--- config.mk ---
export PLATFORM = sky130hd
export DESIGN_NAME = udma_extper_cfg_seq
export DESIGN_NICKNAME = d
export VERILOG_FILES = /design/src/rtl/udma_extper_cfg_seq.sv
export SDC_FILE = /design/constraint.sdc
export NUM_CORES = 1
export LEC_CHECK = 0
export BUFFER_PORTS_ARGS = -buffer_cell sky130_fd_sc_hd__buf_4
export CORE_ASPECT_RATIO = 0.8
export CORE_MARGIN = 2
export CORE_UTILIZATION = 30
export DETAILED_ROUTE_END_ITERATION = 10
export PLACE_DENSITY = 0.67
export SLEW_MARGIN = 40
export SYNTH_ARGS = -nofsm -noshare
export SYNTH_HDL_FRONTEND = slang
export SYNTH_SLANG_ARGS = --single-unit
--- constraint.sdc ---
create_clock -name clk_i -period 3.83 [get_ports clk_i]
set_clock_uncertainty 0.15 [all_clocks]
set_input_delay 0.383 -clock clk_i [delete_from_list [all_inputs] [get_ports clk_i]]
set_output_delay 0.383 -clock clk_i [all_outputs]
set_load 0.005 [all_outputs]
--- src/rtl/udma_extper_cfg_seq.sv ---
// udma_extper_cfg_seq
// Shares the uDMA external-peripheral channel config port between NREQ requesters.
// A round-robin winner's descriptor is written as SADDR/SIZE/CFG. The channel CFG
// register is then polled until the channel is idle, and done is pulsed to the winner.
// Optional macro UDMA_EXTPER_SEQ_TIMEOUT_EN bounds the polling. On timeout the
// channel is cleared and req_err_o is pulsed instead of req_done_o.
module udma_extper_cfg_seq #(
    parameter int NREQ           = 4,
    parameter int L2_AWIDTH_NOAL = 12,
    parameter int TRANS_SIZE     = 16,
    parameter int POLL_GAP       = 4,
    parameter int TIMEOUT_W      = 16
) (
    input  logic                             clk_i,
    input  logic                             rst_i,
    input  logic [NREQ-1:0]                  req_valid_i,
    input  logic [NREQ-1:0]                  req_dir_i,
    input  logic [NREQ*L2_AWIDTH_NOAL-1:0]   req_addr_i,
    input  logic [NREQ*TRANS_SIZE-1:0]       req_size_i,
    input  logic [NREQ*2-1:0]                req_dsize_i,
    output logic [NREQ-1:0]                  req_ready_o,
    output logic [NREQ-1:0]                  req_done_o,
    output logic [NREQ-1:0]                  req_err_o,
    output logic                             busy_o,
    output logic [31:0]                      cfg_data_o,
    output logic [4:0]                       cfg_addr_o,
    output logic                             cfg_valid_o,
    output logic                             cfg_rwn_o,
    input  logic [31:0]                      cfg_data_i,
    input  logic                             cfg_ready_i
);

    localparam int IDXW = (NREQ > 1) ? $clog2(NREQ) : 1;
    localparam int CW   = IDXW + 1;
    localparam int GAPW = (POLL_GAP > 1) ? $clog2(POLL_GAP) : 1;
    localparam logic [GAPW-1:0] GAP_LAST = GAPW'(POLL_GAP - 1);
    localparam logic [NREQ-1:0] ONE_HOT0 = NREQ'(1);

    typedef enum logic [3:0] {
        IDLE, WR_SADDR, WR_SIZE, WR_CFG, GAP, POLL, DONE, WR_CLR, ERR
    } state_t;

    state_t                    state;
    state_t                    bus_next;
    logic [IDXW-1:0]           rr_ptr;
    logic [IDXW-1:0]           pick_idx;
    logic [CW-1:0]             cand;
    logic [IDXW-1:0]           g_idx;
    logic                      g_dir;
    logic [L2_AWIDTH_NOAL-1:0] g_addr;
    logic [TRANS_SIZE-1:0]     g_size;
    logic [1:0]                g_dsize;
    logic [GAPW-1:0]           gap_cnt;
    logic [4:0]                base;
    logic [4:0]                bus_addr;
    logic [31:0]               bus_data;
    logic                      bus_rwn;
    logic                      tmo_sat;
    logic                      unused_cfg_bits;

    assign unused_cfg_bits = ^{cfg_data_i[31:6], cfg_data_i[3:0]};
    assign base = {2'b00, g_dir, 2'b00};

    // Round-robin pick: the lowest offset from rr_ptr with a valid request wins
    always_comb begin
        pick_idx = '0;
        cand     = '0;
        for (int i = NREQ - 1; i >= 0; i--) begin
            cand = {1'b0, rr_ptr} + CW'(i);
            if (cand >= CW'(NREQ)) cand = cand - CW'(NREQ);
            if (req_valid_i[cand[IDXW-1:0]]) pick_idx = cand[IDXW-1:0];
        end
    end

    // Bus transaction that the current state issues, and where a completed write leads
    always_comb begin
        bus_addr = base + 5'd2;
        bus_data = '0;
        bus_rwn  = 1'b0;
        bus_next = IDLE;
        case (state)
            WR_SADDR: begin bus_addr = base;        bus_data = 32'(g_addr); bus_next = WR_SIZE; end
            WR_SIZE:  begin bus_addr = base + 5'd1; bus_data = 32'(g_size); bus_next = WR_CFG;  end
            WR_CFG:   begin bus_data = {27'd0, 1'b1, 1'b0, g_dsize, 1'b0}; bus_next = GAP;     end
            WR_CLR:   begin bus_data = 32'h20;      bus_next = ERR;                             end
            POLL:     begin bus_rwn = 1'b1;         bus_next = GAP;                             end
            default:  ;
        endcase
    end

`ifdef UDMA_EXTPER_SEQ_TIMEOUT_EN
    logic [TIMEOUT_W-1:0] tmo_cnt;
    assign tmo_sat = &tmo_cnt;

    // Timeout counter: restarts when CFG is written and saturates while waiting
    always_ff @(posedge clk_i or posedge rst_i) begin
        if (rst_i)
            tmo_cnt <= '0;
        else if (state == WR_CFG && cfg_valid_o && cfg_ready_i)
            tmo_cnt <= '0;
        else if ((state == GAP || state == POLL) && !tmo_sat)
            tmo_cnt <= tmo_cnt + TIMEOUT_W'(1);
    end
`else
    assign tmo_sat   = 1'b0;
    assign req_err_o = '0;
`endif

    // Main sequencer: grant, descriptor writes, status polling and completion pulses
    always_ff @(posedge clk_i or posedge rst_i) begin
        if (rst_i) begin
            state       <= IDLE;
            rr_ptr      <= '0;
            g_idx       <= '0;
            g_dir       <= 1'b0;
            g_addr      <= '0;
            g_size      <= '0;
            g_dsize     <= '0;
            gap_cnt     <= '0;
            req_ready_o <= '0;
            req_done_o  <= '0;
`ifdef UDMA_EXTPER_SEQ_TIMEOUT_EN
            req_err_o   <= '0;
`endif
            busy_o      <= 1'b0;
            cfg_valid_o <= 1'b0;
            cfg_addr_o  <= '0;
            cfg_data_o  <= '0;
            cfg_rwn_o   <= 1'b0;
        end else begin
            req_ready_o <= '0;
            req_done_o  <= '0;
`ifdef UDMA_EXTPER_SEQ_TIMEOUT_EN
            req_err_o   <= '0;
`endif
            case (state)
                IDLE: begin
                    if (|req_valid_i) begin
                        g_idx       <= pick_idx;
                        g_dir       <= req_dir_i[pick_idx];
                        g_addr      <= req_addr_i[pick_idx*L2_AWIDTH_NOAL +: L2_AWIDTH_NOAL];
                        g_size      <= req_size_i[pick_idx*TRANS_SIZE +: TRANS_SIZE];
                        g_dsize     <= req_dsize_i[pick_idx*2 +: 2];
                        req_ready_o <= ONE_HOT0 << pick_idx;
                        rr_ptr      <= (pick_idx == IDXW'(NREQ - 1)) ? '0 : pick_idx + IDXW'(1);
                        busy_o      <= 1'b1;
                        state       <= WR_SADDR;
                    end
                end
                WR_SADDR, WR_SIZE, WR_CFG, WR_CLR, POLL: begin
                    if (!cfg_valid_o) begin
                        if (state == POLL && tmo_sat) begin
                            state <= WR_CLR;
                        end else begin
                            cfg_valid_o <= 1'b1;
                            cfg_addr_o  <= bus_addr;
                            cfg_data_o  <= bus_data;
                            cfg_rwn_o   <= bus_rwn;
                        end
                    end else if (cfg_ready_i) begin
                        cfg_valid_o <= 1'b0;
                        cfg_rwn_o   <= 1'b0;
                        if (state == POLL) begin
                            if (!cfg_data_i[4] && !cfg_data_i[5]) state <= DONE;
                            else if (tmo_sat)                     state <= WR_CLR;
                            else                                  state <= GAP;
                        end else begin
                            state <= bus_next;
                        end
                    end
                end
                GAP: begin
                    if (tmo_sat) begin
                        gap_cnt <= '0;
                        state   <= WR_CLR;
                    end else if (gap_cnt == GAP_LAST) begin
                        gap_cnt <= '0;
                        state   <= POLL;
                    end else begin
                        gap_cnt <= gap_cnt + GAPW'(1);
                    end
                end
                DONE: begin
                    req_done_o <= ONE_HOT0 << g_idx;
                    busy_o     <= 1'b0;
                    state      <= IDLE;
                end
                ERR: begin
`ifdef UDMA_EXTPER_SEQ_TIMEOUT_EN
                    req_err_o <= ONE_HOT0 << g_idx;
`endif
                    busy_o    <= 1'b0;
                    state     <= IDLE;
                end
                default: state <= IDLE;
            endcase
        end
    end

endmodule

==> flow_summary_export.csv <==
group,metric,value,unit
power,p_comb_share,42.5,%
placement,pre_cts_ws,1.11,ns
finish,area_growth,36.3,%
synth,ys_seq_area_share,41.5,%
worst_setup_path,cp-end-kind,"flop",
synth,yosys_warnings,0,
timing,finalCritPeriodShare,71.1,%
power,leakage,2.76,nW
placement,placedCellCount,775,
cts,clk_pin_slew,0.06,ns
timing,rsz0062_at_grt,"false",
synth,synthDistinctLibCells,43,
detailed_routing,wl_per_cell,17.0,um
power,power_frac_seq,34.0,%
placement,gp_congestion,0.798,
cts,hold_buffers,0,
worst_setup_path,critPathRequiredTime,3.90,ns
cts,cts_root_buf,"clkbuf_16",
floorplan,die-area,15200,sq um
finish,diodes,0,
synth,synth_area_leaders,"dfrtp_1 42%, mux2i_1 7.5%, a21bo_1 7.3%, o21ai_0 6.0%, o211ai_1 5.6%",
synth,synth_top_area_share,41.5,%
finish,fillerInstances,1331,
cts,htreeDepth,3,
cts,cts.sinks,71,
power,p_clk_share,23.5,%
power,power_density,672,nW/um^2
finish,finalNonFillerCells,791,
cts,cts_setup_buffers,0,
global_route,grt_busiest_layer,"met2",
global_route,use_met2,28.1,%
timing,fin_crit,2.72,ns
power,power,3.92,mW
floorplan,io_pins,215,
global_route,grtUsageMet1,26.3,%
power,switching_share,38.9,%
placement,numPortBuffers,162,
timing,drv_slew,0,
hold_path,hold_path.class,"input pin to asynchronous set/reset pin",
synth,syn_avg_cell_area,9.16,sq um
placement,dp.final_hpwl,10400,um
floorplan,core-area,13700,sq um
finish,layout_common_cells,"169 x buf_4, 71 x dfrtp_1, 62 x nand2_1",
timing,slew_headroom,46.1,%
detailed_routing,drt_iter0_markers,259,
timing,setup_violations,0,
global_route,gr-usage-met3,3.11,%
cts,cts_buffer_depth,2,
timing,setup_ws,1.11,ns
detailed_routing,routed_via_density,5.07,
run,drv_cap,0,
synth,synth_ff_type,"dfrtp_1",
finish,drive_gt1_share,32.9,%
global_route,grt_pass1_wl,21400,um
global_route,grt_antenna_before_repair,0,
synth,ys_ff_latch,71,
floorplan,die_width,137,um
power,peakVddDrop,0.302,mV
timing,fmax,367,MHz
outcome,status,"finished clean",
timing,tightestPinTransition,0.806,ns
synth,synth_edf_count,0,
worst_setup_path,path_class,"flop to flop",
cts,cts_resized,0,
power,internal-power,2.39,mW
cts,cts_buffers,9,
detailed_routing,ant_nets,0,
synth,async_reset_ff_share,100,%
global_route,overflow,0,
finish,nets,771,
worst_setup_path,startpoint_type,"flop",
synth,synth_top_area_cell,"dfrtp_1",
global_route,grt_pass1_vias,4049,
detailed_routing,vias,4012,
detailed_routing,first_pass_iters,5,
cts,clk_latency,0.33,ns
synth,synthCells,467,
floorplan,die_height,111,um
timing,hold_ws,0.0161,ns
finish,layout_commonest_cell,"buf_4",
global_route,grtUsageTotal,18.0,%
power,p_switching,1.53,mW
synth,synth_area,4280,sq um
worst_setup_path,worstPathArrival,2.79,ns
timing,fin_tns_setup,0,ns
detailed_routing,drc,0,
cts,cts_tree,"yes",
worst_setup_path,cp_max_fo,35,
timing,hold_viol,0,
floorplan,rows,38,
floorplan,start_util,31.1,%
global_route,grt_max_degree,36,
detailed_routing,finalWirelength,13500,um
state kept, by name, indices dropped and copies added (netlist names), 3 cells and up:
signal,flops
state,4
req_done_o,4
g_size,16
req_ready_o,4
cfg_data_o,16
g_addr,12
cfg_addr_o,3
cells in the mapped netlist, types with 2 or more instances:
library cell / number
dfrtp_1: 71
nand2_1: 62
o21ai_0: 51
nand3_1: 34
mux2i_1: 32
o211ai_1: 32
a21bo_1: 31
buf_4: 26
clkbuf_1: 26
nor2_1: 21
a21oi_1: 11
a22oi_1: 10
mux2_2: 7
buf_2: 6
inv_1: 5
buf_6: 4
and2_1: 3
and3_1: 2
ha_1: 2
nand2b_1: 2
nor2b_1: 2
nor3_1: 2
o21a_1: 2
o22a_1: 2
o31ai_1: 2
o41ai_1: 2
power groups by stage:
stage               logic, mW  registers [mW]  clock network (mW)
global route             1.88            1.38               0.967
global placement         1.62            1.33                   0
finish                   1.67            1.33               0.920
floorplan                1.24            1.20                   0
CTS                      1.68            1.33               0.929
detailed placement       1.68            1.35                   0
layout make-up:
cell class | count | area [sq um] | share of cell area [%]
multi-input combinational | 349 | 2210 | 37.9
clock buffer | 9 | 225 | 3.86
sequential | 71 | 1780 | 30.5
tap | 180 | 225 | 3.86
clock inverter | 7 | 105 | 1.80
timing repair buffer | 169 | 1270 | 21.8
inverter | 6 | 22.5 | 0.386
path summary, 6_finish.rpt:
kind / start / depth (start not counted) / endpoint / slack (ns)
worst max register to register: rr_ptr[1] / 6 / rr_ptr[1] / 1.11
worst min register to register: cfg_data_o[14] / 2 / cfg_data_o[14] / 0.33
max in group asynchronous: rst_i / 3 / g_size[9] / 2.76
min in group clk_i: cfg_data_i[5] / 4 / state[1] / 0.21
worst min-delay path: rst_i / 2 / cfg_data_o[6] / 0.02
worst max-delay path: rr_ptr[1] / 6 / rr_ptr[1] / 1.11
cells by family after synthesis:
group	after synthesis	share of synthesized area, %
AO/OA/AOI/OAI	149	24.8
adder cells (fa/ha/maj)	2	0.585
buffers and inverters	68	9.13
flip-flops	71	41.5
multiplexers	39	9.33
other	1	0.0877
AND/OR/NAND/NOR	137	14.6
worst max-delay path, stage by stage, from the launching register on:
cell     delay [ns]
dfrtp_1        0.48
or3b_2         0.82
nand2_4        0.61
inv_2          0.10
ha_1           0.31
nand2_1        0.07
nand2_1        0.05
metal layers:
metal	share of wire, %	wire length (um)	vias up
li1	-	-	1907
met1	47	6340	1928
met2	46	6190	165
met3	6.0	808	12
met4	0.97	131	0
met5	0	0	-
through the flow:
step | utilization (%) | area (sq um)
2_1_floorplan | - | 4360
4_1_cts | 42.4 | 5830
6_report | 42.4 | 5830
5_1_grt | 42.4 | 5830
3_3_place_gp | 40.0 | 5490
3_5_place_dp | 40.0 | 5500
Note: power is estimated with default switching activity, not from simulation.
